### config.mk
export PLATFORM = sky130hd
export DESIGN_NAME = reg_file_mp
export DESIGN_NICKNAME = d
export VERILOG_FILES = /design/src/rtl/reg_file_mp.sv
export SDC_FILE = /design/constraint.sdc
export NUM_CORES = 2
export LEC_CHECK = 0
export ABC_AREA = 1
export ABC_CLOCK_PERIOD_IN_PS = 3000
export BUFFER_PORTS_ARGS = -buffer_cell sky130_fd_sc_hd__buf_2
export CORE_MARGIN = 3
export CORE_UTILIZATION = 40
export CTS_BUF_LIST = sky130_fd_sc_hd__clkbuf_16
export DETAILED_ROUTE_END_ITERATION = 8
export PLACE_DENSITY_LB_ADDON = 0.12
export SETUP_SLACK_MARGIN = 0.15
export SLEW_MARGIN = 20
export SYNTH_ARGS = -nofsm -noshare
export SYNTH_HDL_FRONTEND = slang
export SYNTH_SLANG_ARGS = --single-unit
### constraint.sdc
create_clock -name CLK -period 3 [get_ports CLK]
set_clock_uncertainty 0.2 [all_clocks]
set_input_delay 0.3 -clock CLK [delete_from_list [all_inputs] [get_ports CLK]]
set_output_delay 0.3 -clock CLK [all_outputs]
set_load 0.01 [all_outputs]
### src/rtl/reg_file_mp.sv
// Multi-port MIPS register file: NRD read ports, two write ports,
// optional bypass, hardwired r0 and a pending-load busy scoreboard.
module reg_file_mp #(
  parameter int DW       = 32,
  parameter int AW       = 5,
  parameter int NRD      = 2,
  parameter int ZERO_REG = 1,
  parameter int BYPASS   = 1
) (
  input  logic              CLK,
  input  logic              rst,
  input  logic [NRD*AW-1:0] rd_addr,
  output logic [NRD*DW-1:0] rd_data,
  output logic [NRD-1:0]    rd_busy,
  input  logic              wa_en,
  input  logic [AW-1:0]     wa_addr,
  input  logic [DW-1:0]     wa_data,
  input  logic              wb_en,
  input  logic [AW-1:0]     wb_addr,
  input  logic [DW-1:0]     wb_data,
  input  logic              bs_en,
  input  logic [AW-1:0]     bs_addr,
  output logic              any_busy,
  output logic [AW:0]       busy_cnt
);

  localparam int DEPTH = 1 << AW;

  logic [DW-1:0]    mem [DEPTH];
  logic [DEPTH-1:0] busy;
  logic [DEPTH-1:0] busy_nx;
  logic [AW:0]      cnt;
  logic             wa_ok;
  logic             wb_ok;
  logic             bs_ok;
  logic             inc;
  logic             dec;

  function automatic logic is_zero(input logic [AW-1:0] a);
    return (ZERO_REG != 0) && (a == '0);
  endfunction

  assign wa_ok = wa_en && !is_zero(wa_addr);
  assign wb_ok = wb_en && !is_zero(wb_addr);
  assign bs_ok = bs_en && !is_zero(bs_addr);

  // Array update; port A is applied last so it wins a same-address clash
  always_ff @(posedge CLK or negedge rst) begin
    if (!rst) begin
      for (int i = 0; i < DEPTH; i++) mem[i] <= '0;
    end else begin
      if (wb_ok) mem[wb_addr] <= wb_data;
      if (wa_ok) mem[wa_addr] <= wa_data;
    end
  end

  // Next busy vector: clear from late writeback, set from load issue wins
  always_comb begin
    busy_nx = busy;
    if (wb_ok) busy_nx[wb_addr] = 1'b0;
    if (bs_ok) busy_nx[bs_addr] = 1'b1;
  end

  // Count deltas derived from actual bit transitions, not from requests
  assign inc = bs_ok && !busy[bs_addr];
  assign dec = wb_ok && busy[wb_addr] &&
               !(bs_ok && (bs_addr == wb_addr));

  // Busy vector register
  always_ff @(posedge CLK or negedge rst) begin
    if (!rst) busy <= '0;
    else      busy <= busy_nx;
  end

  // Busy population count kept in step with the vector
  always_ff @(posedge CLK or negedge rst) begin
    if (!rst) begin
      cnt <= '0;
    end else begin
      unique case ({inc, dec})
        2'b10:   cnt <= cnt + 1'b1;
        2'b01:   cnt <= cnt - 1'b1;
        default: cnt <= cnt;
      endcase
    end
  end

  genvar k;
  generate
    for (k = 0; k < NRD; k++) begin : g_rd
      logic [AW-1:0] a;
      logic [DW-1:0] d;

      assign a = rd_addr[k*AW +: AW];

      // Array read with optional same-cycle forwarding, A over B
      always_comb begin
        d = mem[a];
        if (BYPASS != 0) begin
          if (wb_ok && (wb_addr == a)) d = wb_data;
          if (wa_ok && (wa_addr == a)) d = wa_data;
        end
        if (!rst || is_zero(a)) d = '0;
      end

      assign rd_data[k*DW +: DW] = d;
      assign rd_busy[k] = rst && busy[a] && !is_zero(a);
    end
  endgenerate

  assign any_busy = rst && (|busy);
  assign busy_cnt = rst ? cnt : '0;

endmodule

# Word-level counts from Yosys, hierarchy flattened
# Cells that the tools add are included.
# W data, S select, Z words.
# op_classes
n_addsub,2
n_lt_le_gt_ge,12
eq_ne,7
mux,36
bitwise,7
reduce_logical,37
# op_table
cell,n
$bwmux W1024,2
$mux W1024,2
$mux W32,14
$bmux W32 S5,2
$demux W32 S5,2
$and A32 B32 Y32,1
$not A32 Y32,1
$or A32 B32 Y32,1
$reduce_or A32 Y1,1
$eq A5 B5 Y1,5
$logic_not A5 Y1,5
$ge A6 B6 Y1 const B,4
$lt A5 B6 Y1 const B,4
$not A5 Y6,4
$bmux W1 S5,4
$logic_and A1 B1 Y1,20
$lt A6 B1 Y1 const B,2
$pmux W6 S2,1
$demux W1 S5,2
$ge A5 B1 Y1 const B,2
$logic_not A1 Y1,8
$add A6 B1 Y6 const B,1
$mux W1,6
$mux W6,1
other kinds (5),6
# totals
register_bits,1062
inputBits,94

# Longest topological paths before layout
# depth
depth_word,9
depth_mapped,19
mapped_depth_nobuf,18

# Worst setup path before layout
# OpenSTA, ideal clock, no wires.
# synth_timing
path_type,input port to flip-flop
startpoint,input port wb_addr[1]
endpoint,register cnt[5]
setup_ps,65
t_arrival_ps,2711
setup_slack_ps,24
path_stages,19
cell_sequence,buf_2 nor2_1 inv_2 buf_1 o22ai_1 nor2_1 o21ai_0 nor2_1 a21oi_1 ha_1 ha_1 nand3_1 nand3_1 nand2_1 nand2_1 a21oi_1 xnor2_1 nand2_1 nand2_1
# synth_between
elab_chain_cells,7
# synth_lines
item,line,rtl
"start, declared",19,"input logic [AW-1:0] wb_addr,"
branches (longest 4 deep; another with $bmux W1 S5),n/a,
$logic_and A1 B1 Y1 (*),66,assign dec = wb_ok && busy[wb_addr] &&
$eq A2 B1 Y1 / $eq A2 B2 Y1 (equally long branches),80,"unique case ({inc, dec})"
$pmux W6 S2 / $reduce_bool A2 Y1 (equally long branches),n/a,
"end signal, assigned",81,2'b10: cnt <= cnt + 1'b1;
"end signal, assigned",82,2'b01: cnt <= cnt - 1'b1;
"end signal, assigned",83,default: cnt <= cnt;
"end, declared",32,logic [AW:0] cnt;
# Every way passes the cells marked *. The select of a mux whose other input is x is not followed.
# A chain may end at the register's enable or synchronous reset.

# Worst setup path after layout
# layout_timing
startpoint,input port rd_addr[6]
endpoint,output port rd_data[37]
# layout_between
elab_chain_cells,7
# layout_lines
item,line,rtl
"start, declared",12,"input logic [NRD*AW-1:0] rd_addr,"
$not A5 Y6 (not written as such),98,d = mem[a];
$bmux W32 S5,98,
$mux W32 (not written as such) (2 in series),98,
$mux W32,100,if (wb_ok && (wb_addr == a)) d = wb_data;
$mux W32,101,if (wa_ok && (wa_addr == a)) d = wa_data;
$mux W32 (*),103,if (!rst || is_zero(a)) d = '0;
"end, declared",13,"output logic [NRD*DW-1:0] rd_data,"
# Mark *: on every way between the ends. The rest lies on a longest branch, timed or not. The select of a mux whose other input is x is not followed.

==> qor.csv <==
metric,value,unit
tightestPinTransition,1070,ps
wirelength,421000,um
critPathRequiredTime,2500,ps
yosysSeqAreaShare,37.6,%
clock_latency,810,ps
setup_tns,0,ps
crit_arrival,2390,ps
synth_edf_count,0,
ys.flop_type,dfrtp_1,
synthMuxAreaShare,0.0707,%
final_area,84200,um2
cts_tree,done,
crit_fanout,39,
status,"finished, final reports clean",
viasPerCell,6.36,
setup_viol,0,
post_drt_wl_per_cell,31.6,um
die_width,427,um
finalCritPeriodShare,96.5,%
grt_pass1_wl,584000,um
detailed_place_hpwl,256000,um
route.detailed.drc,0,
cpPeakStageDelay,330,ps
ir_drop,0.443,mV
die_h,427,um
async_flop_share,100,%
synth.distinct_cells,40,
synth_top_family_by_area,simple AND/OR/NAND/NOR gates,
rows,153,
cp_slowest_cell,buf_12,
drtAntennaViolNets,0,
worst_hold_path_type,primary input to register,
ys_warn_count,0,
totalPowerFinal,51900,uW
final_nets,10948,
grt_max_degree,126,
vias,84651,
critPathTopFamily,buffers and inverters,
io_pins,167,
start_util,40.5,%
antenna_found_initial,41,
endpoint_kind,output port,
min-delay-start,bs_addr[0],
die-area,182000,um2
clockBufferDepth,3,
final_common_cell,nand2_1,
place_ws,-155,ps
grt_use_total,44.8,%
synth_cells,10849,
cts_made_buffers,136,
slew_viol_final,0,
synthSimpleGateAreaFrac,30.0,%
rr_startpoint,busy[6]$_DFF_PN0_,
core,175000,um2
clkTransAtPathRegs,60,ps
cts_sinks,1062,
setup.worst_path.start,rd_addr[6],
ys_seq_elements,1062,
cap_violations,0,
root_buffer,clkbuf_16,
synthAdderAreaFrac,0.117,%
place_area,77600,um2
synth_compound_area_share,22.7,%
critPathKind,primary input to output port,
cpMostUsedCell,buf_12,
grt_pass1_vias,77013,
syn_avg_cell_area,6.52,um2
final_cell_mix,"nand2_1, o21ai_0, nand3_1",
min_period,2890,ps
drive_above_1_share,11.9,%
critPathLaunchType,primary input,
place.gp.congestion,0.968,
first_pass_iters,7,
fin_hold_ws,73.6,ps
grt_overflow,0,
critical_path_buf_inv_count,6,
crit_chain,"clkbuf_8, nor2_4, buf_12, nand4_1, nand2_1, inv_2, buf_12, o21ai_0, a21oi_4, buf_6, buf_2",
fmax,345,MHz
synth-xor-area-share,0.223,%
area_growth,19.1,%
htree_levels,4,
port_buffers,166,
hold_violations,0,
cellPowerDensity,616,nW/um2
syn-cell-area,70700,um2
rsz0062_at_grt,yes,
max_slew_margin,28.9,%
finalWorstSetupSlack,105,ps
synthesis.nets,10949,
static-leakage-power,0.0378,uW
drtIter0Drc,13913,
==> per-layer routing <==
layer / wire [um] / GRT usage [%]
met1: 152000 / 56.9
met2: 169000 / 63.1
met3: 60700 / 14.6
met4: 38400 / 33.8
met5: 86 / 0
==> repair_timing <==
item | CTS | global route
hold buffers | 86 | 0
setup endpoints to repair | 35 | 72
hold endpoints to repair | 1157 | 0
resized for setup | 92 | 219
setup buffers | 10 | 27
pin swaps | 19 | 77
gates cloned | 1 | 5
==> path summary, 6_finish.rpt <==
| kind | end | slack (ps) | cells past startpoint |
|---|---|---|---|
| setup / recovery | rd_data[37] | 110 | 11 |
| hold / removal | busy[4]$_DFF_PN0_ | 70 | 4 |
| setup reg to reg | cnt[4]$_DFFE_PN0P_ | 270 | 14 |
| hold reg to reg | mem[1002]$_DFF_PN0_ | 170 | 0 |
| max in group asynchronous | mem[690]$_DFF_PN0_ | 730 | 5 |
| min in group asynchronous | mem[861]$_DFF_PN0_ | 440 | 4 |
==> metrics by stage <==
stage | utilization, % | std cells
3_5_place_dp | 44.4 | 12906
6_report | 48.2 | 13300
5_1_grt | 48.2 | 13286
4_1_cts | 47.6 | 13239
3_3_place_gp | 44.4 | 12906
2_1_floorplan | - | 10849
==> synthesized netlist by cell type, types with 147 or more instances <==
| master | count | area (um2) |
|---|---|---|
| nand2_1 | 3383 | 12700 |
| inv_1 | 514 | 1930 |
| nand3_1 | 1164 | 5830 |
| dfrtp_1 | 1062 | 26600 |
| o22ai_1 | 215 | 1350 |
| nor2_1 | 496 | 1860 |
| a21oi_1 | 770 | 3850 |
| buf_2 | 318 | 1590 |
| o211ai_1 | 228 | 1710 |
| o21ai_0 | 1489 | 7450 |
| clkbuf_1 | 625 | 2350 |
| a211oi_1 | 147 | 1100 |
==> sequential cells by signal (all words and copies together) (netlist names) <==
signal	flops
mem	1024
busy	32
cnt	6
==> logic make-up after synthesis <==
group,count (synthesis)
AND/OR/NAND/NOR,5165
multiplexers,5
XOR/XNOR,18
adder cells (fa/ha/maj),6
flip-flops,1062
buffers and inverters,1636
AO/OA/AOI/OAI,2957
==> layout make-up <==
| class | instances | area [um2] |
|---|---|---|
| flip-flops and latches | 1062 | 26600 |
| fillers | 17597 | 90500 |
| clock buffers | 141 | 3530 |
| inverters | 562 | 2160 |
| clock inverters | 95 | 659 |
| diodes | 29 | 72.6 |
| multi-input cells | 8151 | 38600 |
| well taps | 2325 | 2910 |
| repair buffers | 935 | 9750 |
==> worst min-delay path: cells and delay by family <==
family	cells	cell delay, ps
and+or+nand+nor	2	480
AOI/OAI and AO/OA	1	120
buffers and inverters	1	120
==> report_power, final <==
part           total, uW  internal, uW  switching [uW]
clock              16300          9140            7120
combinational      14500          5730            8760
sequential         21100         18100            3010
No activity file was read; power rests on OpenSTA's default activity.
